File: src/rtl/operand_io_pkg.sv
// Shared types and sizing for the FPU lab operand/result I/O sequencer.
// SEQ_TIMEOUT_EN selects the WAIT_DONE timeout and ERR state in the sequencer.
package operand_io_pkg;

    localparam int DATA_W      = 32;
    localparam int BYTE_W      = 8;
    localparam int NBYTES      = DATA_W / BYTE_W;
    localparam int IDX_W       = $clog2(NBYTES);
    localparam int TIMEOUT_CYC = 1024;
    localparam int CNT_W       = $clog2(TIMEOUT_CYC + 1);

    localparam logic [DATA_W-1:0] ERR_RESULT = {DATA_W{1'b1}};

    typedef enum logic [2:0] {
        LOAD_A    = 3'd0,
        LOAD_B    = 3'd1,
        START     = 3'd2,
        WAIT_DONE = 3'd3,
        SHOW_R    = 3'd4,
        ERR       = 3'd5
    } seq_state_t;

endpackage

File: src/rtl/operand_io_sequencer_edge.sv
// Rising-edge detector for the synchronised enter button.
// Produces a single-cycle epulse per press regardless of hold time.
module enter_edge_det (
    input  logic clk,
    input  logic reset,
    input  logic enter,
    output logic epulse
);

    logic enter_q;
    logic enter_d;

    always_comb begin
        enter_d = enter;
    end

    always_ff @(posedge clk or posedge reset) begin
        if (reset) begin
            enter_q <= 1'b0;
        end else begin
            enter_q <= enter_d;
        end
    end

    assign epulse = enter & ~enter_q;

endmodule

File: src/rtl/operand_io_sequencer.sv
// Byte-wise operand loader, FPU launch handshake and result byte display.
// Define SEQ_TIMEOUT_EN to add the WAIT_DONE timeout and ERR state.
import operand_io_pkg::*;

module operand_io_sequencer (
    input  logic              clk,
    input  logic              reset,
    input  logic              enter,
    input  logic [BYTE_W-1:0] inputdata,
    input  logic              loaddata,
    input  logic              op_done,
    input  logic [DATA_W-1:0] op_result,
    output logic              op_start,
    output logic [DATA_W-1:0] dataA,
    output logic [DATA_W-1:0] dataB,
    output logic [DATA_W-1:0] dataR,
    output logic              inputdata_ready,
    output logic              op_error,
    output logic [BYTE_W-1:0] disp_byte,
    output logic [1:0]        disp_idx,
    output logic [2:0]        state_o
);

    seq_state_t        state_q, state_d;
    logic [IDX_W-1:0]  byte_idx_q, byte_idx_d;
    logic [IDX_W-1:0]  disp_idx_q, disp_idx_d;
    logic [DATA_W-1:0] data_a_q, data_a_d;
    logic [DATA_W-1:0] data_b_q, data_b_d;
    logic [DATA_W-1:0] data_r_q, data_r_d;
    logic              ready_q, ready_d;
    logic              op_start_c;
    logic [BYTE_W-1:0] disp_byte_c;
    logic              epulse;
    logic              last_byte;

`ifdef SEQ_TIMEOUT_EN
    logic [CNT_W-1:0]  cnt_q, cnt_d;
    logic              error_q, error_d;
`endif

    enter_edge_det u_edge (
        .clk    (clk),
        .reset  (reset),
        .enter  (enter),
        .epulse (epulse)
    );

    assign last_byte = (byte_idx_q == IDX_W'(NBYTES - 1));

    always_comb begin
        state_d     = state_q;
        byte_idx_d  = byte_idx_q;
        disp_idx_d  = disp_idx_q;
        data_a_d    = data_a_q;
        data_b_d    = data_b_q;
        data_r_d    = data_r_q;
        ready_d     = ready_q;
        op_start_c  = 1'b0;
        disp_byte_c = '0;
`ifdef SEQ_TIMEOUT_EN
        cnt_d       = cnt_q;
        error_d     = error_q;
`endif
        unique case (state_q)
            LOAD_A: begin
                disp_byte_c = inputdata;
                if (epulse && loaddata) begin
                    data_a_d[byte_idx_q*BYTE_W +: BYTE_W] = inputdata;
                    byte_idx_d = last_byte ? '0 : byte_idx_q + 1'b1;
                    if (last_byte) state_d = LOAD_B;
                end
            end
            LOAD_B: begin
                disp_byte_c = inputdata;
                if (epulse && loaddata) begin
                    data_b_d[byte_idx_q*BYTE_W +: BYTE_W] = inputdata;
                    byte_idx_d = last_byte ? '0 : byte_idx_q + 1'b1;
                    if (last_byte) state_d = START;
                end
            end
            START: begin
                op_start_c = 1'b1;
                ready_d    = 1'b1;
                state_d    = WAIT_DONE;
`ifdef SEQ_TIMEOUT_EN
                cnt_d      = '0;
`endif
            end
            WAIT_DONE: begin
                // op_done takes priority over an expiring timeout
                if (op_done) begin
                    data_r_d   = op_result;
                    disp_idx_d = '0;
                    state_d    = SHOW_R;
`ifdef SEQ_TIMEOUT_EN
                end else if (cnt_q == CNT_W'(TIMEOUT_CYC - 1)) begin
                    data_r_d   = ERR_RESULT;
                    error_d    = 1'b1;
                    disp_idx_d = '0;
                    state_d    = ERR;
                end else begin
                    cnt_d = cnt_q + 1'b1;
`endif
                end
            end
            SHOW_R, ERR: begin
                disp_byte_c = data_r_q[disp_idx_q*BYTE_W +: BYTE_W];
                if (epulse) begin
                    if (loaddata) begin
                        // restart press doubles as A byte 0
                        state_d              = LOAD_A;
                        ready_d              = 1'b0;
                        data_a_d[BYTE_W-1:0] = inputdata;
                        byte_idx_d           = IDX_W'(1);
`ifdef SEQ_TIMEOUT_EN
                        error_d              = 1'b0;
`endif
                    end else begin
                        disp_idx_d = disp_idx_q + 1'b1;
                    end
                end
            end
            default: begin
                state_d = LOAD_A;
            end
        endcase
    end

    always_ff @(posedge clk or posedge reset) begin
        if (reset) begin
            state_q    <= LOAD_A;
            byte_idx_q <= '0;
            disp_idx_q <= '0;
            data_a_q   <= '0;
            data_b_q   <= '0;
            data_r_q   <= '0;
            ready_q    <= 1'b0;
`ifdef SEQ_TIMEOUT_EN
            cnt_q      <= '0;
            error_q    <= 1'b0;
`endif
        end else begin
            state_q    <= state_d;
            byte_idx_q <= byte_idx_d;
            disp_idx_q <= disp_idx_d;
            data_a_q   <= data_a_d;
            data_b_q   <= data_b_d;
            data_r_q   <= data_r_d;
            ready_q    <= ready_d;
`ifdef SEQ_TIMEOUT_EN
            cnt_q      <= cnt_d;
            error_q    <= error_d;
`endif
        end
    end

`ifdef SEQ_TIMEOUT_EN
    assign op_error = error_q;
`else
    assign op_error = 1'b0;
`endif

    assign op_start        = op_start_c;
    assign dataA           = data_a_q;
    assign dataB           = data_b_q;
    assign dataR           = data_r_q;
    assign inputdata_ready = ready_q;
    assign disp_byte       = disp_byte_c;
    assign disp_idx        = disp_idx_q;
    assign state_o         = state_q;

endmodule

File: config.mk
export PLATFORM = sky130hd
export DESIGN_NAME = operand_io_sequencer
export DESIGN_NICKNAME = d
export VERILOG_FILES = /design/src/rtl/operand_io_pkg.sv /design/src/rtl/operand_io_sequencer_edge.sv /design/src/rtl/operand_io_sequencer.sv
export SDC_FILE = /design/constraint.sdc
export NUM_CORES = 1
export LEC_CHECK = 0
export ABC_AREA = 1
export BUFFER_PORTS_ARGS = -buffer_cell sky130_fd_sc_hd__clkbuf_2
export CELL_PAD_IN_SITES_DETAIL_PLACEMENT = 0
export CELL_PAD_IN_SITES_GLOBAL_PLACEMENT = 1
export CORE_MARGIN = 1
export CORE_UTILIZATION = 38
export DETAILED_ROUTE_END_ITERATION = 8
export GPL_ROUTABILITY_DRIVEN = 1
export PLACE_DENSITY = 0.76
export SLEW_MARGIN = 20
export SYNTH_ARGS = -nofsm -noshare
export SYNTH_HDL_FRONTEND = slang
export SYNTH_SLANG_ARGS = --single-unit
File: constraint.sdc
create_clock -name clk -period 4.2 [get_ports clk]
set_input_delay 0.84 -clock clk [delete_from_list [all_inputs] [get_ports clk]]
set_output_delay 0.84 -clock clk [all_outputs]
set_load 0.05 [all_outputs]
* Word-level counts from Yosys, hierarchy flattened
Index checks and enable logic that the tools add are counted.
** Word-level totals
- RAM bits :: 0
- Register bits :: 105
- Output and inout bits :: 112
- Latch bits :: 0
- Logic and storage cells :: 76
- Input port bits :: 45
- Memories kept :: 0
- Bits in read-only memories :: 0
** Cells by class
- $add $sub $neg :: 3
- Muxes and demuxes :: 28
- Equal/unequal tests :: 15
- Shift operators :: 3
- Reductions and logical operators :: 16
- Bitwise logic cells :: 2
- Order comparisons :: 0
- Multipliers :: 0
- Div/mod/pow operators :: 0
** Operators by type and width (count)
- bitwise mux 32 bit :: 2
- negation 5 -> 34 bit :: 1
- variable shift 8 x 34 -> 32 bit, first input constant :: 1
- variable part select 8 x 34 -> 32 bit :: 1
- one-hot mux 8 bit (2 select lines) :: 2
- variable part select 32 x 6 -> 8 bit :: 1
- 2-to-1 mux 8 bit :: 3
- 2-to-1 mux 3 bit :: 7
- inequality test 2 bit, second input constant :: 8
- one-hot mux 3 bit (5 select lines) :: 1
- 2-to-1 mux 2 bit :: 7
- AND reduction 4 bit :: 3
- one-hot mux 2 bit (2 select lines) :: 2
- nonzero test 2 bit :: 4
- AND reduction 7 bit :: 1
- == test 3 x 2 -> 1 bit, second input constant :: 2
- == test 3 bit, second input constant :: 2
- AND reduction 2 bit :: 3
- adder 2 x 1 -> 2 bit, second input constant :: 2
- OR reduction 2 bit :: 2
- == test 3 x 1 -> 1 bit, second input constant :: 1
- zero test 3 bit :: 1
- 2-to-1 mux 1 bit :: 3
- AND reduction 3 bit :: 1
- other kinds (6) :: 6

* Depth between registers and ports, before layout
- Depth after elaboration :: 5
- Mapped depth :: 11
- Gate-level depth less buffers :: 9

* Modules after synthesis
Synthesis repeated with hierarchy kept, for this count alone.
** Unflattened totals
- Cells, all modules :: 573
- Area, all modules :: 4778.3 sq um
** By module, submodules not included
- operand_io_sequencer :: sequential area each 2602.5 sq um, area an instance 4739.5 sq um, times used 1, cells each 569
- enter_edge_det :: sequential area each 25.0 sq um, area an instance 38.8 sq um, times used 1, cells each 4

* Least setup slack after synthesis
No wires, ideal clock.
- Path kind :: register to output
- Start :: register state_q[2], in the netlist state_o[2]
- End :: output port disp_byte[0]
- Slack :: 1220 ps
- Arrival :: 2140 ps
- Path buffers :: 0
- Stages on the path, launching flop included :: 4
- Data required time :: 3360 ps
- Cells stage by stage :: dfrtp_1 > nor2_1 > inv_1 > o21ai_0
** Between the ends
- Word-level cells in the longest chain between the ends :: 3
** RTL lines
- from (decl) :: line operand_io_sequencer.sv:24 : seq_state_t state_q, state_d;
- from (signal assigned) :: line operand_io_sequencer.sv:143 : state_q <= state_d;
- == test 3 bit (tied with other cells) :: line operand_io_sequencer.sv:64 : unique case (state_q)
- OR reduction 2 bit, on equally long branches
- one-hot mux 8 bit (2 select lines) * :: line operand_io_sequencer.sv:64
- to (decl) :: line operand_io_sequencer.sv:19 : output logic [BYTE_W-1:0] disp_byte,
Mark *: on every way between the ends. The rest lies on a longest branch, timed or not.

* Worst setup path after layout
- Start :: register disp_idx_q[0], in the netlist disp_idx[0]
- End :: output port disp_byte[7]
** Between the ends
- Word-level cells in the longest chain between the ends :: 2
** RTL lines
- from (decl) :: line operand_io_sequencer.sv:26 : logic [IDX_W-1:0] disp_idx_q, disp_idx_d;
- from (signal assigned) :: line operand_io_sequencer.sv:145 : disp_idx_q <= disp_idx_d;
- variable part select 32 x 6 -> 8 bit :: line operand_io_sequencer.sv:107 : disp_byte_c = data_r_q[disp_idx_q*BYTE_W +: BYTE_W];
- one-hot mux 8 bit (2 select lines) :: line operand_io_sequencer.sv:64
No other way between the ends.

==> flow_summary_export.csv <==
group,metric,value,unit
place,hpwl,9850,um
clock_network,cts_sinks,105,
die,core,12800,um^2
die,die_area,13800,um^2
clock_network,clock_latency,0.35,ns
route,drt_pass1_iterations,5,
sta,clock_skew,0.00640,ns
clock_network,clk_pin_slew,0.07,ns
route,routed_via_density,4.90,
worst_setup_path,crit_fanout,28,
global_routing,first_global_vias,4282,
sta,finalSetupViolations,0,
place,port_buffers,155,
die,fp.dieW,118,um
sta,hold_viol_final,0,
die,rows,41,
pwr,power.leakage,3.42,nW
place,gp_congestion,0.814,
worst_setup_path,start_kind,"register",
logic_synthesis,synth_fp_nets,619,
clock_network,cts_resized,0,
sta,relSlewSlack,44.9,%
logic_synthesis,synth.distinct_cells,31,
sta,fin_crit,3.35,ns
clock_network,cts_inserted_buffers,9,
route,ant_nets,0,
die,start_util,39.6,%
sta,finalSetupTns,0,ns
die,ios,157,
layout,drive_gt1_share,34.1,%
pwr,ir_drop,467,uV
logic_synthesis,yosys_warnings,0,
logic_synthesis,postSynthCellCount,569,
route,wirelength,13300,um
die,die_h,118,um
global_routing,grt_max_degree,91,
global_routing,antenna_found_initial,0,
logic_synthesis,ys_ff_latch,105,
global_routing,grt_overflow_total,0,
layout,finish.net_count,760,
hold_path,hold_class,"register to register",
route,dr_total_vias,4342,
pwr,p_per_area,954,nW/um^2
clock_network,postCtsSetupBuffers,0,
clock_network,ctsHtreeMaxLevel,3,
sta,slew_viol_final,0,
status,status,"completed",
route,drtIter0Drc,250,
clock_network,cts_tree,"yes",
sta,fmax,298,MHz
global_routing,grt_pass1_wl,21900,um
sta,rsz0062_at_grt,"no",
worst_setup_path,cp.arrival,2.51,ns
global_routing,track_usage,19.8,%
layout,diodes,0,
sta,fin_crit_sh,79.8,%
route,avgRoutedWirePerCell,15.0,um
layout,fin_util,49.0,%
worst_setup_path,cp-end-kind,"output port",
logic_synthesis,netlist_area,5080,um^2
clock_network,hold_buffers,0,
route,drc,0,
sta,worstMarginPinSlew,0.826,ns
clock_network,clock_path_buffers,2,
worst_setup_path,worstSetupPathType,"register to output port",
logic_synthesis,synth_area_per_cell,8.92,um^2
logic_synthesis,ys_seq_area_share,51.8,%
clock_network,cts_root_buffer,"clkbuf_16",
flow_run,max_cap_viol_count,0,
layout,area_growth,23.8,%
worst_setup_path,critical_path_required,3.36,ns
critical path, cell delays in order, from the launching register on:
cell and delay (ns):
dfrtp_1 0.88, clkinv_1 0.46, o21ai_0 0.32, nand2_1 0.08, nand2_1 0.05, o21ai_0 0.11
clkbuf_2 0.26
cell usage after synthesis, drive strengths merged:
master | count | area [um^2]
inv | 33 | 129
o21bai | 1 | 7.51
o21ai | 71 | 528
nand3 | 62 | 335
dfrtp | 105 | 2630
buf | 21 | 168
conb | 1 | 3.75
ha | 5 | 62.6
o21a | 1 | 7.51
xor2 | 1 | 8.76
clkbuf | 5 | 18.8
clkinv | 1 | 3.75
a21oi | 23 | 115
o211ai | 3 | 22.5
nor2 | 33 | 184
a32oi | 1 | 8.76
nand2 | 197 | 815
nand4 | 5 | 31.3
logic make-up after synthesis:
| family | count (synthesis) | synth area share, % |
|---|---|---|
| xor+xnor | 1 | 0.173 |
| simple gates | 297 | 26.9 |
| flops | 105 | 51.8 |
| fa+ha+maj | 5 | 1.23 |
| other cells | 1 | 0.0739 |
| buf+inv | 60 | 6.29 |
| compound gates | 100 | 13.6 |
per-layer routing:
layer | track usage (%) | wire, um | vias to the layer above
li1 | - | - | 2135
met1 | 27.9 | 6390 | 2054
met2 | 30.7 | 6050 | 134
met3 | 4.65 | 706 | 19
met4 | 5.29 | 196 | 0
met5 | 0 | 0 | -
placed cells by master (no fill, tap or decap), types with 3 or more instances in the layout:
| cell | n |
|---|---|
| nand2_1 | 183 |
| clkbuf_2 | 155 |
| dfrtp_1 | 105 |
| nand3_1 | 60 |
| o21ai_2 | 46 |
| inv_1 | 29 |
| nor2_1 | 26 |
| a21oi_1 | 23 |
| o21ai_0 | 15 |
| o21ai_1 | 10 |
| clkbuf_16 | 9 |
| nand2_4 | 8 |
| nand2_2 | 6 |
| nand4_1 | 5 |
| ha_1 | 5 |
| bufinv_16 | 5 |
| nor2_4 | 3 |
| o211ai_1 | 3 |
layout make-up:
type | instances | area, um^2
Clock buffer | 11 | 243
Fill cell | 1263 | 6540
Multi-Input combinational cell | 404 | 2130
Inverter | 34 | 138
Tap cell | 172 | 215
Timing Repair Buffer | 156 | 783
Sequential cell | 105 | 2630
Clock inverter | 5 | 150
state kept, by name (all words and copies together), names as in the netlist:
| register | flops |
|---|---|
| byte_idx_q | 2 |
| dataA | 32 |
| dataB | 32 |
| dataR | 32 |
| disp_idx | 2 |
| inputdata_ready | 1 |
| state_o | 3 |
| u_edge.enter_q | 1 |
path summary, 6_finish.rpt:
check                           slack [ns]           from  cells past startpoint            to
worst max-delay path                  0.85    disp_idx[0]                      6  disp_byte[7]
worst min-delay path                  0.48       dataB[1]                      2      dataB[1]
worst max register to register        1.66  byte_idx_q[0]                      9      dataA[5]
worst min register to register        0.48       dataB[1]                      2      dataB[1]
max in group asynchronous             2.85          reset                      3     dataA[20]
min in group asynchronous             0.64          reset                      2     dataA[28]
stage by stage:
step                instances  total power, mW  hold slack [ns]  cell area (um^2)  setup WS [ns]
floorplan                 569             4.16            0.572              5080          0.599
global placement          871             4.89            0.464              5890           1.35
detailed placement        871             4.92            0.471              5890           1.24
CTS                       887             6.02            0.489              6280          0.869
global route              887             6.32            0.507              6290          0.604
finish                    887             6.00            0.483              6290          0.849
power breakdown:
part / total (mW) / internal [mW] / switching [mW]
clock network: 1.10 / 0.720 / 0.381
registers: 1.75 / 1.38 / 0.370
logic: 3.15 / 0.677 / 2.47
total: 6.00 / 2.78 / 3.22
No activity file was read; power rests on OpenSTA's default activity.
